--- src/rtl/mem_port_ctrl_if.sv ---
// Bus bundle between the memory port controller and its neighbours:
// the UART byte stream, the fetch and draw read requesters, and the memory.
interface mem_port_ctrl_if #(
    parameter int DATA_WIDTH = 8,
    parameter int ADDR_WIDTH = 12
);
    logic [7:0]            rx_i;
    logic                  rx_i_v;
    logic                  reload;
    logic                  load_done;

    logic                  fetch_req;
    logic [ADDR_WIDTH-1:0] fetch_addr;
    logic                  fetch_gnt;
    logic                  fetch_rvalid;

    logic                  draw_req;
    logic [ADDR_WIDTH-1:0] draw_addr;
    logic                  draw_gnt;
    logic                  draw_rvalid;

    logic [DATA_WIDTH-1:0] rdata;

    logic                  mem_we;
    logic [ADDR_WIDTH-1:0] mem_waddr;
    logic [DATA_WIDTH-1:0] mem_d;
    logic [ADDR_WIDTH-1:0] mem_raddr;
    logic [DATA_WIDTH-1:0] mem_q;

    modport slave (
        input  rx_i, rx_i_v, reload,
        input  fetch_req, fetch_addr, draw_req, draw_addr, mem_q,
        output load_done, fetch_gnt, fetch_rvalid, draw_gnt, draw_rvalid, rdata,
        output mem_we, mem_waddr, mem_d, mem_raddr
    );

    modport master (
        output rx_i, rx_i_v, reload,
        output fetch_req, fetch_addr, draw_req, draw_addr, mem_q,
        input  load_done, fetch_gnt, fetch_rvalid, draw_gnt, draw_rvalid, rdata,
        input  mem_we, mem_waddr, mem_d, mem_raddr
    );
endinterface

--- src/rtl/mem_port_ctrl.sv ---
// Loads a program image from the UART stream into memory, then shares the
// single read port between instruction fetch and the draw engine round-robin.
module mem_port_ctrl #(
    parameter int                    DATA_WIDTH = 8,
    parameter int                    ADDR_WIDTH = 12,
    parameter logic [ADDR_WIDTH-1:0] LOAD_BASE  = 12'h200,
    parameter int                    LOAD_LEN   = 256
) (
    input  logic           clk,
    input  logic           rst_n,
    mem_port_ctrl_if.slave bus
);
    localparam int CNT_W = $clog2(LOAD_LEN + 1);

    typedef enum logic [1:0] {ST_LOAD, ST_DONE, ST_RUN} state_t;

    state_t                r_state;
    state_t                w_next_state;
    logic [CNT_W-1:0]      r_cnt;
    logic                  r_last_draw;
    logic                  r_mem_we;
    logic [ADDR_WIDTH-1:0] r_mem_waddr;
    logic [DATA_WIDTH-1:0] r_mem_d;
    logic [ADDR_WIDTH-1:0] r_raddr;
    logic                  r_fetch_rvalid;
    logic                  r_draw_rvalid;

    logic                  w_run;
    logic                  w_capture;
    logic                  w_last_byte;
    logic                  w_fetch_gnt;
    logic                  w_draw_gnt;
    logic [ADDR_WIDTH-1:0] w_load_addr;
    logic [ADDR_WIDTH-1:0] w_raddr;

    assign w_run       = (r_state == ST_RUN);
    assign w_capture   = (r_state == ST_LOAD) && bus.rx_i_v && !bus.reload;
    assign w_last_byte = (r_cnt == CNT_W'(LOAD_LEN - 1));
    assign w_load_addr = LOAD_BASE + ADDR_WIDTH'(r_cnt);

    // NOTE: default assigned first so every path drives w_next_state and no latch is inferred.
    always_comb begin
        w_next_state = r_state;
        case (r_state)
            ST_LOAD: if (bus.rx_i_v && w_last_byte) w_next_state = ST_DONE;
            ST_DONE: w_next_state = ST_RUN;
            ST_RUN:  w_next_state = ST_RUN;
            default: w_next_state = ST_LOAD;
        endcase
        if (bus.reload) w_next_state = ST_LOAD;
    end

    // On a tie the requester that did not win last time is granted.
    assign w_fetch_gnt = w_run && bus.fetch_req && (!bus.draw_req || r_last_draw);
    assign w_draw_gnt  = w_run && bus.draw_req && (!bus.fetch_req || !r_last_draw);
    assign w_raddr     = w_fetch_gnt ? bus.fetch_addr :
                         (w_draw_gnt ? bus.draw_addr : r_raddr);

    // NOTE: non-blocking assignments so every register samples pre-edge values.
    always_ff @(posedge clk or negedge rst_n) begin
        if (!rst_n) begin
            r_state        <= ST_LOAD;
            r_cnt          <= '0;
            r_last_draw    <= 1'b0;
            r_mem_we       <= 1'b0;
            r_mem_waddr    <= '0;
            r_mem_d        <= '0;
            r_raddr        <= '0;
            r_fetch_rvalid <= 1'b0;
            r_draw_rvalid  <= 1'b0;
        end else begin
            r_state        <= w_next_state;
            r_mem_we       <= w_capture;
            r_raddr        <= w_raddr;
            r_fetch_rvalid <= w_fetch_gnt;
            r_draw_rvalid  <= w_draw_gnt;
            if (w_fetch_gnt || w_draw_gnt) r_last_draw <= w_draw_gnt;
            if (bus.reload) begin
                r_cnt <= '0;
            end else if (w_capture) begin
                r_cnt       <= r_cnt + CNT_W'(1);
                r_mem_waddr <= w_load_addr;
                r_mem_d     <= DATA_WIDTH'(bus.rx_i);
            end
        end
    end

    assign bus.load_done    = w_run;
    assign bus.fetch_gnt    = w_fetch_gnt;
    assign bus.draw_gnt     = w_draw_gnt;
    assign bus.fetch_rvalid = r_fetch_rvalid;
    assign bus.draw_rvalid  = r_draw_rvalid;
    assign bus.rdata        = bus.mem_q;
    assign bus.mem_we       = r_mem_we;
    assign bus.mem_waddr    = r_mem_waddr;
    assign bus.mem_d        = r_mem_d;
    assign bus.mem_raddr    = w_raddr;
endmodule

--- src/flat_wrapper.sv ---
// flat-port wrapper written by rule: the top's interface ports become plain ports
module mem_port_ctrl_flat 
#(
    parameter int                    DATA_WIDTH = 8,
    parameter int                    ADDR_WIDTH = 12,
    parameter logic [ADDR_WIDTH-1:0] LOAD_BASE  = 12'h200,
    parameter int                    LOAD_LEN   = 256
)
  (clk, rst_n, bus_rx_i, bus_rx_i_v, bus_reload, bus_fetch_req, bus_fetch_addr, bus_draw_req, bus_draw_addr, bus_mem_q, bus_load_done, bus_fetch_gnt, bus_fetch_rvalid, bus_draw_gnt, bus_draw_rvalid, bus_rdata, bus_mem_we, bus_mem_waddr, bus_mem_d, bus_mem_raddr);
  mem_port_ctrl_if #(.DATA_WIDTH(DATA_WIDTH), .ADDR_WIDTH(ADDR_WIDTH)) bus_i ();
  input  logic clk;
  input  logic rst_n;
  input wire logic [$bits(bus_i.rx_i)-1:0] bus_rx_i;
  input wire logic [$bits(bus_i.rx_i_v)-1:0] bus_rx_i_v;
  input wire logic [$bits(bus_i.reload)-1:0] bus_reload;
  input wire logic [$bits(bus_i.fetch_req)-1:0] bus_fetch_req;
  input wire logic [$bits(bus_i.fetch_addr)-1:0] bus_fetch_addr;
  input wire logic [$bits(bus_i.draw_req)-1:0] bus_draw_req;
  input wire logic [$bits(bus_i.draw_addr)-1:0] bus_draw_addr;
  input wire logic [$bits(bus_i.mem_q)-1:0] bus_mem_q;
  output wire logic [$bits(bus_i.load_done)-1:0] bus_load_done;
  output wire logic [$bits(bus_i.fetch_gnt)-1:0] bus_fetch_gnt;
  output wire logic [$bits(bus_i.fetch_rvalid)-1:0] bus_fetch_rvalid;
  output wire logic [$bits(bus_i.draw_gnt)-1:0] bus_draw_gnt;
  output wire logic [$bits(bus_i.draw_rvalid)-1:0] bus_draw_rvalid;
  output wire logic [$bits(bus_i.rdata)-1:0] bus_rdata;
  output wire logic [$bits(bus_i.mem_we)-1:0] bus_mem_we;
  output wire logic [$bits(bus_i.mem_waddr)-1:0] bus_mem_waddr;
  output wire logic [$bits(bus_i.mem_d)-1:0] bus_mem_d;
  output wire logic [$bits(bus_i.mem_raddr)-1:0] bus_mem_raddr;
  assign bus_i.rx_i = bus_rx_i;
  assign bus_i.rx_i_v = bus_rx_i_v;
  assign bus_i.reload = bus_reload;
  assign bus_i.fetch_req = bus_fetch_req;
  assign bus_i.fetch_addr = bus_fetch_addr;
  assign bus_i.draw_req = bus_draw_req;
  assign bus_i.draw_addr = bus_draw_addr;
  assign bus_i.mem_q = bus_mem_q;
  assign bus_load_done = bus_i.load_done;
  assign bus_fetch_gnt = bus_i.fetch_gnt;
  assign bus_fetch_rvalid = bus_i.fetch_rvalid;
  assign bus_draw_gnt = bus_i.draw_gnt;
  assign bus_draw_rvalid = bus_i.draw_rvalid;
  assign bus_rdata = bus_i.rdata;
  assign bus_mem_we = bus_i.mem_we;
  assign bus_mem_waddr = bus_i.mem_waddr;
  assign bus_mem_d = bus_i.mem_d;
  assign bus_mem_raddr = bus_i.mem_raddr;
  mem_port_ctrl #(.DATA_WIDTH(DATA_WIDTH), .ADDR_WIDTH(ADDR_WIDTH), .LOAD_BASE(LOAD_BASE), .LOAD_LEN(LOAD_LEN)) u_core (.clk(clk), .rst_n(rst_n), .bus(bus_i));
endmodule
--- config.mk ---
export PLATFORM = sky130hd
export DESIGN_NAME = mem_port_ctrl_flat
export DESIGN_NICKNAME = d
export VERILOG_FILES = /design/src/rtl/mem_port_ctrl_if.sv /design/src/rtl/mem_port_ctrl.sv /design/src/flat_wrapper.sv
export SDC_FILE = /design/constraint.sdc
export NUM_CORES = 1
export LEC_CHECK = 0
export ABC_AREA = 0
export CORE_MARGIN = 3
export CORE_UTILIZATION = 45
export CTS_CLUSTER_DIAMETER = 150
export DETAILED_ROUTE_END_ITERATION = 10
export GPL_TIMING_DRIVEN = 1
export PLACE_DENSITY = 0.85
export REMOVE_ABC_BUFFERS = 1
export SYNTH_ARGS = -nofsm -noshare
export SYNTH_HDL_FRONTEND = slang
export SYNTH_SLANG_ARGS = --single-unit
--- constraint.sdc ---
create_clock -name clk -period 5.3 [get_ports clk]
set_clock_uncertainty 0.15 [all_clocks]
set_input_delay 1.325 -clock clk [delete_from_list [all_inputs] [get_ports clk]]
set_output_delay 1.325 -clock clk [all_outputs]
set_load 0.02 [all_outputs]
==> reports/qor.csv, run 1 <==
stage,metric,value,unit
run_status,status,"finished, final reports clean",
worst_setup_path,worstPathRequired,3.83,ns
timing,setup_viol,0,
worst_setup_path,critical_path_arrival,3.29,ns
cells_and_area,drive_gt1_share,12.0,%
logic_synthesis,post_synth_inst_count,194,
logic_synthesis,yosysTopAreaCell,dfrtp_1,
logic_synthesis,synth_xor_area_share,0.847,%
clock_network,cts-root-buf,clkbuf_8,
worst_setup_path,path_max_fanout,12,
floorplan,dieArea,5450,um2
worst_setup_path,path_class,primary input to primary output,
placed_design,place_area,2760,um2
clock_network,cts_hold_buf,0,
grt,grt.overflow.total,0,
cells_and_area,layout_common_cells,"clkdlybuf4s50_1, dfrtp_1, o21ai_0",
floorplan,die_w,73.8,um
grt,grt_pass1_wl,8030,um
worst_setup_path,startpoint,bus_draw_req,
grt,antenna_found_initial,0,
drt,viasPerCell,5.55,
pwr,total_power,725,uW
timing,report.final.slew_viol_count,0,
timing,finalHoldViolCount,0,
grt,grt_util_all_layers,19.2,%
hold_path,hp-class,register to register,
drt,drc_errors,0,
clock_network,clk_pin_slew,0.09,ns
placed_design,pre_cts_ws,0.540,ns
grt,grt_pass1_vias,1713,
logic_synthesis,ys_seq_area_share,54.4,%
clock_network,cts_tree,done,
drt,wl,5100,um
clock_network,cts.sinks,45,
logic_synthesis,synthFlopType,dfrtp_1,
worst_setup_path,critPathLaunchType,primary input,
logic_synthesis,avgSynthCellArea,10.7,um2
grt,busiest_layer,met2,
floorplan,io_pins,92,
clock_network,post_cts_buffers,0,
timing,max_freq,210,MHz
placed_design,gp_congestion,0.806,
grt,grtUsageMet3,6.16,%
logic_synthesis,synth_compound_area_share,11.9,%
timing,fin_setup_tns,0,ns
cells_and_area,final_common_cell,clkdlybuf4s50_1,
clock_network,cts_buffers,5,
logic_synthesis,ys_ff_latch,45,
logic_synthesis,synthDistinctLibCells,34,
drt,antenna_left,0,
logic_synthesis,synth_top_family_by_area,simple AND/OR/NAND/NOR gates,
cells_and_area,final_cell_area,2880,um2
floorplan,row_count,24,
clock_network,post_cts_resized,0,
logic_synthesis,synth-async-reset-ratio,100,%
hold_path,hold_start,u_core.bus.mem_waddr[9],
worst_setup_path,crit_top_cell,clkdlybuf4s50_1,
cells_and_area,final_core_util,65.6,%
drt,num_vias,1727,
worst_setup_path,slowest_stage,clkdlybuf4s50_1,
drt,drt_iter0_markers,162,
timing,finalCritPeriodShare,89.8,%
clock_network,htree_levels,2,
placed_design,place.detailed.hpwl,3710,um
timing,post-route-min-period,4.76,ns
timing,worst_slack,0.539,ns
pwr,power.density,252,nW/um2
clock_network,cts_buffer_depth,2,
logic_synthesis,yosys.area_share.simple,14.1,%
logic_synthesis,yosysWarningCount,0,
placed_design,io_buffer_count,73,
pwr,p_leak,1.20,nW
drt,first_pass_iters,4,
flow_run,cap_violations,0,
floorplan,core_area,4380,um2
timing,tightest_slew,0.975,ns
logic_synthesis,synthAdderAreaFrac,2.42,%
logic_synthesis,synth_top_area_share,54.4,%
clock_network,clk_latency,0.30,ns
floorplan,dieHeight,73.8,um
cells_and_area,antennaDiodeCount,0,
logic_synthesis,synth_edf_count,0,
worst_setup_path,r2r-start,u_core.r_state[0],
logic_synthesis,netlist_top_cells_area,"dfrtp_1, o21ai_0, mux2_2",
grt,globalRouteMet2Util,31.8,%
floorplan,start_util,47.2,%
timing,relSlewSlack,35.0,%
worst_setup_path,cpPeakStageDelay,0.66,ns
timing,rsz0062_at_grt,false,
grt,gr-usage-met1,23.6,%
worst_setup_path,path_cells,clkdlybuf4s50_1 -> and2_1 -> nand3_1 -> a31oi_1 -> clkdlybuf4s50_1,
logic_synthesis,synthMuxAreaShare,9.20,%
cells_and_area,syn2layout_area_growth,39.0,%
pwr,vdd_drop_max,0.125,mV
worst_setup_path,end_kind,primary output,
grt,grt_max_degree,46,
drt,route.detailed.wl_per_inst,16.4,um
logic_synthesis,syn_area,2070,um2
cells_and_area,nNetsFinal,308,
[power breakdown]
group	internal [mW]	switching, mW
clock network	0.141	0.120
registers	0.356	0.00767
logic	0.0572	0.0435
total	0.554	0.171
[final timing paths]
| path | to | slack, ns | cells after the start |
|---|---|---|---|
| setup / recovery | bus_mem_raddr[7] | 0.54 | 5 |
| hold / removal | u_core.bus.mem_waddr[9] | 0.32 | 1 |
| setup reg to reg | u_core.bus.mem_d[7] | 3.24 | 6 |
| hold reg to reg | u_core.bus.mem_waddr[9] | 0.32 | 1 |
| max in group asynchronous | u_core.r_raddr[0] | 3.37 | 1 |
| min in group asynchronous | u_core.bus.mem_we | 1.02 | 1 |
[through the flow]
stage	instances	hold WS (ns)
after floorplan	176	0.345
after global placement	303	0.300
after detailed placement	303	0.301
after CTS	311	0.326
after global routing	311	0.340
final	311	0.322
[registers in the layout, indices dropped and copies added (netlist names)]
signal,flops
u_core.bus.draw_rvalid,1
u_core.bus.fetch_rvalid,1
u_core.bus.mem_d,8
u_core.bus.mem_waddr,10
u_core.bus.mem_we,1
u_core.r_cnt,9
u_core.r_last_draw,1
u_core.r_raddr,12
u_core.r_state,2
[per-layer routing]
metal / routed length, um / vias to the layer above
met1: 2060 / 830
met5: 0 / -
met4: 116 / 0
li1: - / 804
met2: 2600 / 80
met3: 323 / 13
[cells by family (layout without fill, tap and decap cells)]
kind of cell	after synthesis	count (layout)
AO/OA/AOI/OAI	45	45
other	1	2
multiplexers	15	15
XOR/XNOR	2	2
adder cells (fa/ha/maj)	4	4
AND/OR/NAND/NOR	56	56
flip-flops	45	45
buffers and inverters	26	90
[cell usage after synthesis (2+ instances only)]
| master | count |
|---|---|
| a21oi_1 | 8 |
| a31oi_1 | 12 |
| and2_1 | 2 |
| buf_4 | 10 |
| clkbuf_1 | 7 |
| dfrtp_1 | 45 |
| ha_1 | 4 |
| inv_1 | 6 |
| mux2_2 | 8 |
| mux2_4 | 6 |
| nand2_1 | 8 |
| nand3_1 | 15 |
| nand4_1 | 2 |
| nor2_1 | 4 |
| nor3_1 | 13 |
| o21ai_0 | 23 |
| or2_2 | 2 |
| or3_1 | 3 |
[worst max-delay path: cells and delay by family]
| kind | cells | cell delay, ns |
|---|---|---|
| compound gates | 1 | 0.28 |
| simple gates | 2 | 0.53 |
| buf+inv | 2 | 1.14 |
[final cells by class]
class	instances	area, um2
clock buffers	5	68.8
clock inverters	3	46.3
fillers	365	1510
inverters	7	26.3
multi-input cells	124	802
flip-flops and latches	45	1130
well taps	52	65.1
repair buffers	75	741
(Power assumes the default switching activity.)
==> run 2: changes to the inputs <==
ABC_CLOCK_PERIOD_IN_PS = 5300   (was not set)
==> results of run 2 <==
Same layout as run 1: the final DEF is identical, and so are final timing and power.
==> run 3: changes to the inputs <==
SLEW_MARGIN = 20   (was not set)
==> results of run 3 <==
Same layout as run 1: the final DEF is identical, and so are final timing and power.
